==> config.mk <==
export PLATFORM = sky130hd
export DESIGN_NAME = fb_write_arbiter_flat
export DESIGN_NICKNAME = d
export VERILOG_FILES = /design/src/rtl/fb_write_arbiter_if.sv /design/src/rtl/fb_write_arbiter.sv /design/src/flat_wrapper.sv
export SDC_FILE = /design/constraint.sdc
export NUM_CORES = 1
export LEC_CHECK = 0
export CAP_MARGIN = 20
export CORE_ASPECT_RATIO = 0.5
export CORE_MARGIN = 3
export CORE_UTILIZATION = 42
export CTS_BUF_LIST = sky130_fd_sc_hd__clkbuf_16
export CTS_CLUSTER_SIZE = 24
export DETAILED_ROUTE_END_ITERATION = 7
export DONT_BUFFER_PORTS = 1
export GPL_ROUTABILITY_DRIVEN = 1
export GPL_TIMING_DRIVEN = 0
export SLEW_MARGIN = 20
export SYNTH_ARGS = -nofsm -noshare
export SYNTH_HDL_FRONTEND = slang
export SYNTH_SLANG_ARGS = --single-unit
==> constraint.sdc <==
create_clock -name clk -period 2.25 [get_ports clk]
set_input_delay 0.675 -clock clk [delete_from_list [all_inputs] [get_ports clk]]
set_output_delay 0.675 -clock clk [all_outputs]
set_load 0.03 [all_outputs]
==> src/rtl/fb_write_arbiter_if.sv <==
// Requester-side write bus and frame-buffer write port of the frame buffer write arbiter.
// The master modport is the requester side; the slave modport is the arbiter itself.
interface fb_write_arbiter_if #(
  parameter int unsigned N_REQ           = 2,
  parameter int unsigned PIXEL_NUM_WIDTH = 17
);
  logic [N_REQ-1:0]                 req;
  logic [N_REQ-1:0]                 last;
  logic [N_REQ-1:0]                 wr_en;
  logic [N_REQ*PIXEL_NUM_WIDTH-1:0] wr_addr;
  logic [N_REQ-1:0]                 wr_data;
  logic [N_REQ-1:0]                 gnt;
  logic                             ram_write_en;
  logic [PIXEL_NUM_WIDTH-1:0]       ram_write_addr;
  logic                             ram_data;

  modport master (
    output req, last, wr_en, wr_addr, wr_data,
    input  gnt, ram_write_en, ram_write_addr, ram_data
  );

  modport slave (
    input  req, last, wr_en, wr_addr, wr_data,
    output gnt, ram_write_en, ram_write_addr, ram_data
  );
endinterface

==> src/rtl/fb_write_arbiter.sv <==
// Round-robin, burst-locked arbiter for the single 1-bit LCD frame buffer write port.
// Grants are registered; the owner's writes pass through combinationally.
module fb_write_arbiter #(
  parameter int unsigned N_REQ           = 2,
  parameter int unsigned PIXEL_NUM_WIDTH = 17,
  parameter int unsigned HOLD_TIMEOUT    = 1024
) (
  input  logic              clk,
  input  logic              reset,
  input  logic              en,
  fb_write_arbiter_if.slave bus,
  output logic              busy,
  output logic              collision,
  output logic              timeout
);

  localparam int unsigned PtrW = (N_REQ > 1) ? $clog2(N_REQ) : 1;
  localparam int unsigned CntW = (HOLD_TIMEOUT > 0) ? $clog2(HOLD_TIMEOUT + 1) : 1;

  typedef enum logic [0:0] {StArb, StGrant} state_e;

  state_e                     state_q, state_d;
  logic [N_REQ-1:0]           gnt_q, gnt_d;
  logic [PtrW-1:0]            ptr_q, ptr_d;
  logic [PtrW-1:0]            owner_q, owner_d;
  logic [CntW-1:0]            idle_q, idle_d;
  logic                       collision_q, collision_d;
  logic [PtrW-1:0]            winner;
  logic                       found;
  logic                       own_req, own_wr, own_last, expire;
  logic [PIXEL_NUM_WIDTH-1:0] addr_arr [N_REQ];

  for (genvar i = 0; i < N_REQ; i++) begin : g_addr
    assign addr_arr[i] = bus.wr_addr[i*PIXEL_NUM_WIDTH +: PIXEL_NUM_WIDTH];
  end

  assign own_req  = bus.req[owner_q];
  assign own_wr   = bus.wr_en[owner_q];
  assign own_last = bus.last[owner_q];
  assign expire   = (HOLD_TIMEOUT != 0) && (idle_q == CntW'(HOLD_TIMEOUT - 1));

  // Cyclic search starting at ptr; the index wraps at N_REQ, not at a power of two.
  always_comb begin
    int unsigned      idx;
    logic [PtrW-1:0]  idx_w;
    found  = 1'b0;
    winner = '0;
    idx    = 0;
    idx_w  = '0;
    for (int unsigned off = 0; off < N_REQ; off++) begin
      idx   = (32'(ptr_q) + off) % N_REQ;
      idx_w = PtrW'(idx);
      if (!found && bus.req[idx_w]) begin
        found  = 1'b1;
        winner = idx_w;
      end
    end
  end

  always_comb begin
    state_d            = state_q;
    gnt_d              = gnt_q;
    ptr_d              = ptr_q;
    owner_d            = owner_q;
    idle_d             = idle_q;
    collision_d        = collision_q | (|(bus.wr_en & ~gnt_q));
    timeout            = 1'b0;
    bus.ram_write_en   = 1'b0;
    bus.ram_write_addr = '0;
    bus.ram_data       = 1'b0;

    if (state_q == StGrant) begin
      bus.ram_write_en   = own_wr & en;
      bus.ram_write_addr = addr_arr[owner_q];
      bus.ram_data       = bus.wr_data[owner_q];
    end

    if (en) begin
      unique case (state_q)
        StArb: begin
          if (found) begin
            state_d = StGrant;
            gnt_d   = N_REQ'(1) << winner;
            owner_d = winner;
            idle_d  = '0;
          end
        end
        StGrant: begin
          timeout = expire;
          if (!own_req || (own_wr && own_last) || expire) begin
            state_d = StArb;
            gnt_d   = '0;
            ptr_d   = (owner_q == PtrW'(N_REQ - 1)) ? '0 : owner_q + 1'b1;
          end else if (own_wr) begin
            idle_d = '0;
          end else if (HOLD_TIMEOUT != 0) begin
            idle_d = idle_q + 1'b1;
          end
        end
      endcase
    end
  end

  always_ff @(posedge clk) begin
    if (reset) begin
      state_q     <= StArb;
      gnt_q       <= '0;
      ptr_q       <= '0;
      owner_q     <= '0;
      idle_q      <= '0;
      collision_q <= 1'b0;
    end else if (en) begin
      state_q     <= state_d;
      gnt_q       <= gnt_d;
      ptr_q       <= ptr_d;
      owner_q     <= owner_d;
      idle_q      <= idle_d;
      collision_q <= collision_d;
    end
  end

  assign bus.gnt   = gnt_q;
  assign busy      = |gnt_q;
  assign collision = collision_q;

endmodule

==> src/flat_wrapper.sv <==
// flat-port wrapper written by rule: the top's interface ports become plain ports
module fb_write_arbiter_flat 
#(
  parameter int unsigned N_REQ           = 2,
  parameter int unsigned PIXEL_NUM_WIDTH = 17,
  parameter int unsigned HOLD_TIMEOUT    = 1024
)
  (clk, reset, en, busy, collision, timeout, bus_req, bus_last, bus_wr_en, bus_wr_addr, bus_wr_data, bus_gnt, bus_ram_write_en, bus_ram_write_addr, bus_ram_data);
  fb_write_arbiter_if #(.N_REQ(N_REQ), .PIXEL_NUM_WIDTH(PIXEL_NUM_WIDTH)) bus_i ();
  input  logic clk;
  input  logic reset;
  input  logic en;
  output logic busy;
  output logic collision;
  output logic timeout;
  input wire logic [$bits(bus_i.req)-1:0] bus_req;
  input wire logic [$bits(bus_i.last)-1:0] bus_last;
  input wire logic [$bits(bus_i.wr_en)-1:0] bus_wr_en;
  input wire logic [$bits(bus_i.wr_addr)-1:0] bus_wr_addr;
  input wire logic [$bits(bus_i.wr_data)-1:0] bus_wr_data;
  output wire logic [$bits(bus_i.gnt)-1:0] bus_gnt;
  output wire logic [$bits(bus_i.ram_write_en)-1:0] bus_ram_write_en;
  output wire logic [$bits(bus_i.ram_write_addr)-1:0] bus_ram_write_addr;
  output wire logic [$bits(bus_i.ram_data)-1:0] bus_ram_data;
  assign bus_i.req = bus_req;
  assign bus_i.last = bus_last;
  assign bus_i.wr_en = bus_wr_en;
  assign bus_i.wr_addr = bus_wr_addr;
  assign bus_i.wr_data = bus_wr_data;
  assign bus_gnt = bus_i.gnt;
  assign bus_ram_write_en = bus_i.ram_write_en;
  assign bus_ram_write_addr = bus_i.ram_write_addr;
  assign bus_ram_data = bus_i.ram_data;
  fb_write_arbiter #(.N_REQ(N_REQ), .PIXEL_NUM_WIDTH(PIXEL_NUM_WIDTH), .HOLD_TIMEOUT(HOLD_TIMEOUT)) u_core (.clk(clk), .reset(reset), .en(en), .bus(bus_i), .busy(busy), .collision(collision), .timeout(timeout));
endmodule
==> results of run 1 <==
## power breakdown
part           switching [mW]  internal (mW)
clock                   0.118          0.236
combinational           0.117         0.0707
sequential             0.0139          0.306
total                   0.248          0.613
## sequential cells by signal (all words and copies together), names as in the netlist
| signal | cells |
|---|---|
| u_core.ptr_q | 1 |
| u_core.collision | 1 |
| u_core.state_q | 1 |
| u_core.owner_q | 1 |
| u_core.idle_q | 11 |
| u_core.bus.gnt | 2 |
## metrics by stage
stage          power (mW)  setup TNS, ns  hold slack (ns)  setup WS (ns)  cells
2_1_floorplan       0.470              0            0.434          0.109    148
3_3_place_gp        0.488         -0.126            0.460        -0.0363    185
3_5_place_dp        0.488         -0.198            0.468        -0.0389    185
4_1_cts             0.851         -0.511            0.476        -0.0601    201
5_1_grt             0.899        -0.0278            0.522        -0.0278    202
6_report            0.862              0            0.493         0.0599    202
## critical path: cells and delay by family, from the launching register on
kind | cells | cell delay [ns]
fa+ha+maj | 1 | 0.16
flops | 1 | 0.35
simple gates | 4 | 0.76
## final timing paths
check,slack (ns),end,cells after the start
hold / removal,0.49,u_core.idle_q[6]$_SDFFE_PP0P_,1
setup reg to reg,0.14,u_core.idle_q[8]$_SDFFE_PP0P_,15
hold reg to reg,0.49,u_core.idle_q[6]$_SDFFE_PP0P_,1
setup / recovery,0.06,timeout,5
## layout by cell type (no fill, tap or decap), types with 2 or more instances in the layout
master	instances
mux2i_1	19
buf_4	13
dfxtp_1	13
nor2b_4	10
nand2_1	10
nor2_1	9
o21ai_0	9
nor2b_2	8
a21oi_1	7
nand3_1	6
o31ai_1	5
clkbuf_2	4
nand2b_1	4
inv_1	4
and2_1	3
nor2b_1	3
clkbuf_16	3
nand4_1	2
a32o_1	2
dfxtp_4	2
dfxtp_2	2
## metal layers
| metal | track usage | vias up | share of wire |
|---|---|---|---|
| met5 | 0 | - | 0 |
| met4 | 0.0497 | 0 | 0.0083 |
| met3 | 0.0650 | 4 | 0.073 |
| met2 | 0.315 | 44 | 0.51 |
| met1 | 0.201 | 516 | 0.40 |
| li1 | - | 568 | - |
## logic make-up (layout without fill, tap and decap cells)
family          Yosys count  count (layout)  synth area share
compound gates           30              30             0.167
fa+ha+maj                 1               1            0.0102
buf+inv                   9              26            0.0337
flops                    17              17             0.278
mux                      20              20             0.174
simple gates             71              71             0.337
## timing repair
action / 4_1_cts / 5_1_grt
gates resized for setup: 28 / 21
setup endpoints to repair: 19 / 14
buffers inserted: 12 / 2
pin swaps: 3 / 5
## layout make-up
class	count	area, sq um
Inverter	3	11.3
Fill cell	229	1080
Timing Repair Buffer	13	97.6
Multi-Input combinational cell	122	988
Clock inverter	1	3.75
Clock buffer	3	75.1
Tap cell	37	46.3
Sequential cell	17	350
Buffer	6	35.0
==> results.json, run 1 <==
{
  "outcome": "complete, no violations",
  "place_congestion": 0.742,
  "drive_gt1_frac": 0.333,
  "synth_area_leader_cell": "dfxtp_1",
  "startpoint": "u_core.idle_q[1]$_SDFFE_PP0P_",
  "cap_violations": 0,
  "reg2reg_from": "u_core.idle_q[1]$_SDFFE_PP0P_",
  "vias": 1132,
  "power.density_mw_per_mm2": 536,
  "synth-seq-cells": 17,
  "ctsLongestPathBuffers": 2,
  "cpPeakStageDelay_ns": 0.38,
  "hp-class": "register to register",
  "critPathLaunchType": "register",
  "coreArea_sq_mm": 0.00268,
  "numCtsBuffers": 3,
  "grt_pass1_wl_um": 4920,
  "dieHeight_um": 44.2,
  "port_buffers": 0,
  "yosysMostFrequentCell": "nor2b_1",
  "antenna_found_initial": 0,
  "crit_arrival_ns": 1.52,
  "clk_latency_ns": 0.25,
  "critPathMaxFanout": 4,
  "cts_tree": "done",
  "synth_common_cells": "21 x nor2b_1, 19 x mux2i_1, 17 x dfxtp_1, 11 x nand2_1, 10 x nor2_1",
  "hpwl_um": 2140,
  "rsz0062_at_grt": "yes",
  "ys_types": 37,
  "grt_use_total": 0.177,
  "placed_cell_area_sq_mm": 0.00127,
  "dieArea_sq_mm": 0.00364,
  "grt-ovfl-total": 0,
  "die_w_um": 82.3,
  "synth_top_cell_area_share": 0.278,
  "slowest_stage": "nor3_4",
  "worstPathRequired_ns": 1.57,
  "drc": 0,
  "synth_edf_count": 0,
  "ant_nets": 0,
  "ioPinCount": 69,
  "synth.area.top_cells": "dfxtp_1 28%, mux2i_1 16%, nor2b_1 11%",
  "tightestPinTransition_ns": 0.543,
  "drtIter0Drc": 53,
  "period_share": 0.973,
  "path_class": "register to output port",
  "synth-async-reset-ratio": 0,
  "avgSynthCellArea_sq_um": 8.27,
  "crit_path_cell_trace": "ha_4 > nand3_4 > nor2_4 > nand4_1 > nor3_4",
  "grt_max_degree": 11,
  "yosys_warnings": 0,
  "wl_per_cell_um": 16.1,
  "synth_ff_type": "dfxtp_1",
  "finalHoldViolCount": 0,
  "num_antenna_cells": 0,
  "hold_buffers": 0,
  "report.final.slew_viol_count": 0,
  "p_leak_nw": 0.559,
  "seq_area_frac_synth": 0.278,
  "clk_pin_slew_ns": 0.05,
  "grt_pass1_vias": 1069,
  "initial_core_util": 0.456,
  "area_growth_pct": 31.4,
  "rows": 13,
  "slew_headroom": 0.637,
  "hold_start": "u_core.idle_q[6]$_SDFFE_PP0P_",
  "routed_wl_um": 3260,
  "clock-root-buffer": "clkbuf_16",
  "fin_crit_ns": 2.19,
  "nNetsFinal": 212,
  "firstDrtPassIters": 4,
  "fmax_ghz": 0.457,
  "end_kind": "output port",
  "skew_ns": 0.00184,
  "final_core_util": 0.599,
  "clkSinkCount": 17,
  "syn-num-nets": 194,
  "fin_area_sq_mm": 0.00161,
  "cts-htree-levels": 1,
  "setup_viol": 0,
  "viasPerCell": 5.60,
  "syn_inst": 148,
  "netlist_area_sq_mm": 0.00122,
  "ir_drop_mv": 0.319
}
Power figures use the tool's default switching activity.
==> inputs of run 2 (changes only) <==
CORE_ASPECT_RATIO = unset   (was 0.5)
==> run 2 against run 1 <==
Effect of this change:
- fmax fell by 1.7%
- largest power group unchanged
- first-iteration DRC count down 45%
- via count fell by 1.6%
- critical endpoint unchanged
- sequential share of layout area rose by 1.3 points
- worst setup slack lost 0.038 ns
- clock power barely moved
- combinational power about the same
- routed wire length down 5.7%
- register-to-register slack gained 0.34 ns
==> results.json, run 2 (synthesized netlist as in run 1, its figures left out) <==
{
  "grt_use_total": 0.166,
  "ioPinCount": 69,
  "drc": 0,
  "grt_pass1_vias": 997,
  "end_kind": "output port",
  "place_congestion": 0.807,
  "slew_headroom": 0.600,
  "num_antenna_cells": 0,
  "antenna_found_initial": 0,
  "firstDrtPassIters": 4,
  "cts_tree": "done",
  "fin_cells": 184,
  "grt-ovfl-total": 0,
  "ant_nets": 0,
  "critPathMaxFanout": 4,
  "final_common_cell": "mux2i_1",
  "outcome": "complete, no violations",
  "die_w_um": 60.0,
  "fmax_ghz": 0.449,
  "p_sw_frac": 0.288,
  "cts-htree-levels": 1,
  "crit_arrival_ns": 1.55,
  "drive_gt1_frac": 0.279,
  "wl_per_cell_um": 16.7,
  "clk_pin_slew_ns": 0.05,
  "power_frac_comb": 0.217,
  "rows": 18,
  "dp_cells": 178,
  "slowest_stage": "nor3_4",
  "grt_max_degree": 11,
  "p_leak_nw": 0.502,
  "port_buffers": 0,
  "grt_pass1_wl_um": 4520,
  "hpwl_um": 2300,
  "hp-class": "register to register",
  "report.final.slew_viol_count": 0,
  "clk_latency_ns": 0.25,
  "clkSinkCount": 17,
  "ir_drop_mv": 0.508,
  "worstPathRequired_ns": 1.57,
  "power_frac_seq": 0.371,
  "clock-root-buffer": "clkbuf_16",
  "multi_input_area_sq_um": 986,
  "layout_common_cells": "19 x mux2i_1, 14 x dfxtp_1, 11 x nand2_1, 10 x nor2b_4",
  "tightestPinTransition_ns": 0.598,
  "period_share": 0.990,
  "dieArea_sq_mm": 0.00360,
  "largest_reg_flops": 11,
  "coreArea_sq_mm": 0.00261,
  "nFillCells": 237,
  "power.density_mw_per_mm2": 571,
  "netSwitchingPower_mw": 0.249,
  "nNetsFinal": 201,
  "path_class": "register to output port",
  "cap_violations": 0,
  "timing.hold.ws_ns": 0.495,
  "routed_wl_um": 3080,
  "regMostFlops": "u_core.idle_q",
  "numCtsBuffers": 3,
  "initial_core_util": 0.468,
  "skew_ns": 0.00332,
  "area_growth_pct": 23.7,
  "drtIter0Drc": 29,
  "p_int_mw": 0.615,
  "crit_path_cell_trace": "ha_4 > nand3_4 > nor2_4 > nand4_1 > nor3_4",
  "dieHeight_um": 60.0,
  "fin_crit_ns": 2.23,
  "p_clk_frac": 0.412,
  "cpPeakStageDelay_ns": 0.41,
  "ff_latch_area_sq_um": 349,
  "vias": 1114,
  "critPathLaunchType": "register",
  "setup_viol": 0,
  "finalHoldViolCount": 0,
  "viasPerCell": 6.05,
  "rsz0062_at_grt": "yes",
  "ctsLongestPathBuffers": 2
}
-- run 2: metal layers --
metal | part of all wire | GRT usage
met4 | 0.0091 | 0.0506
met3 | 0.061 | 0.0518
met5 | 0 | 0
met1 | 0.40 | 0.197
met2 | 0.53 | 0.282
-- run 2: worst max-delay path, delay by kind of cell, from the launching register on --
| kind | cells | cell delay (ns) |
|---|---|---|
| adder cells (fa/ha/maj) | 1 | 0.16 |
| AND/OR/NAND/NOR | 4 | 0.78 |
| flip-flops | 1 | 0.36 |
-- run 2: metrics by stage --
stage                     utilization  TNS (ns)  cell area (sq um)  total power, mW  worst slack, ns
after CTS                       0.569         0               1490            0.871           0.0117
final                           0.580         0               1510            0.864           0.0221
after detailed placement        0.485    -0.263               1270            0.489          -0.0351
after global routing            0.580   -0.0578               1510            0.896          -0.0578
after global placement          0.485   -0.0457               1270            0.486          -0.0145
after floorplan                     -         0               1230            0.470            0.109
-- run 2: timing repair --
action / 4_1_cts / 5_1_grt
hold buffers: 0 / 0
pin swaps: 3 / 2
endpoints found under the setup margin: 19 / 11
gates resized for setup: 40 / 6
cloned: 0 / 0
buffers inserted: 1 / 1
endpoints found under the hold margin: 0 / 0
-- run 2: worst paths after layout --
path,from,to,slack (ns),cells past startpoint
max reg2reg,u_core.owner_q$_SDFFE_PP0P_,u_core.idle_q[7]$_SDFFE_PP0P_,0.48,6
min,u_core.idle_q[6]$_SDFFE_PP0P_,u_core.idle_q[6]$_SDFFE_PP0P_,0.50,1
max,u_core.idle_q[1]$_SDFFE_PP0P_,timeout,0.02,5
min reg2reg,u_core.idle_q[6]$_SDFFE_PP0P_,u_core.idle_q[6]$_SDFFE_PP0P_,0.50,1
-- run 2: final cells by class --
class,instances,share of cell area
Clock buffer,3,0.0496
Inverter,3,0.00744
Timing Repair Buffer,2,0.00992
Tap cell,30,0.0248
Multi-Input combinational cell,122,0.651
Buffer,6,0.0231
Clock inverter,1,0.00331
Sequential cell,17,0.231
-- run 2: power by group through the flow --
stage	logic, mW	registers [mW]	clock network [mW]
final	0.188	0.320	0.356
after floorplan	0.143	0.327	0
after CTS	0.188	0.320	0.363
after global routing	0.201	0.321	0.374
after detailed placement	0.160	0.329	0
after global placement	0.158	0.329	0
==> inputs of run 3 (changes only) <==
ABC_AREA = 0   (was unset)
==> results of run 3 <==
Final layout, timing and power as in run 2 (identical DEF).
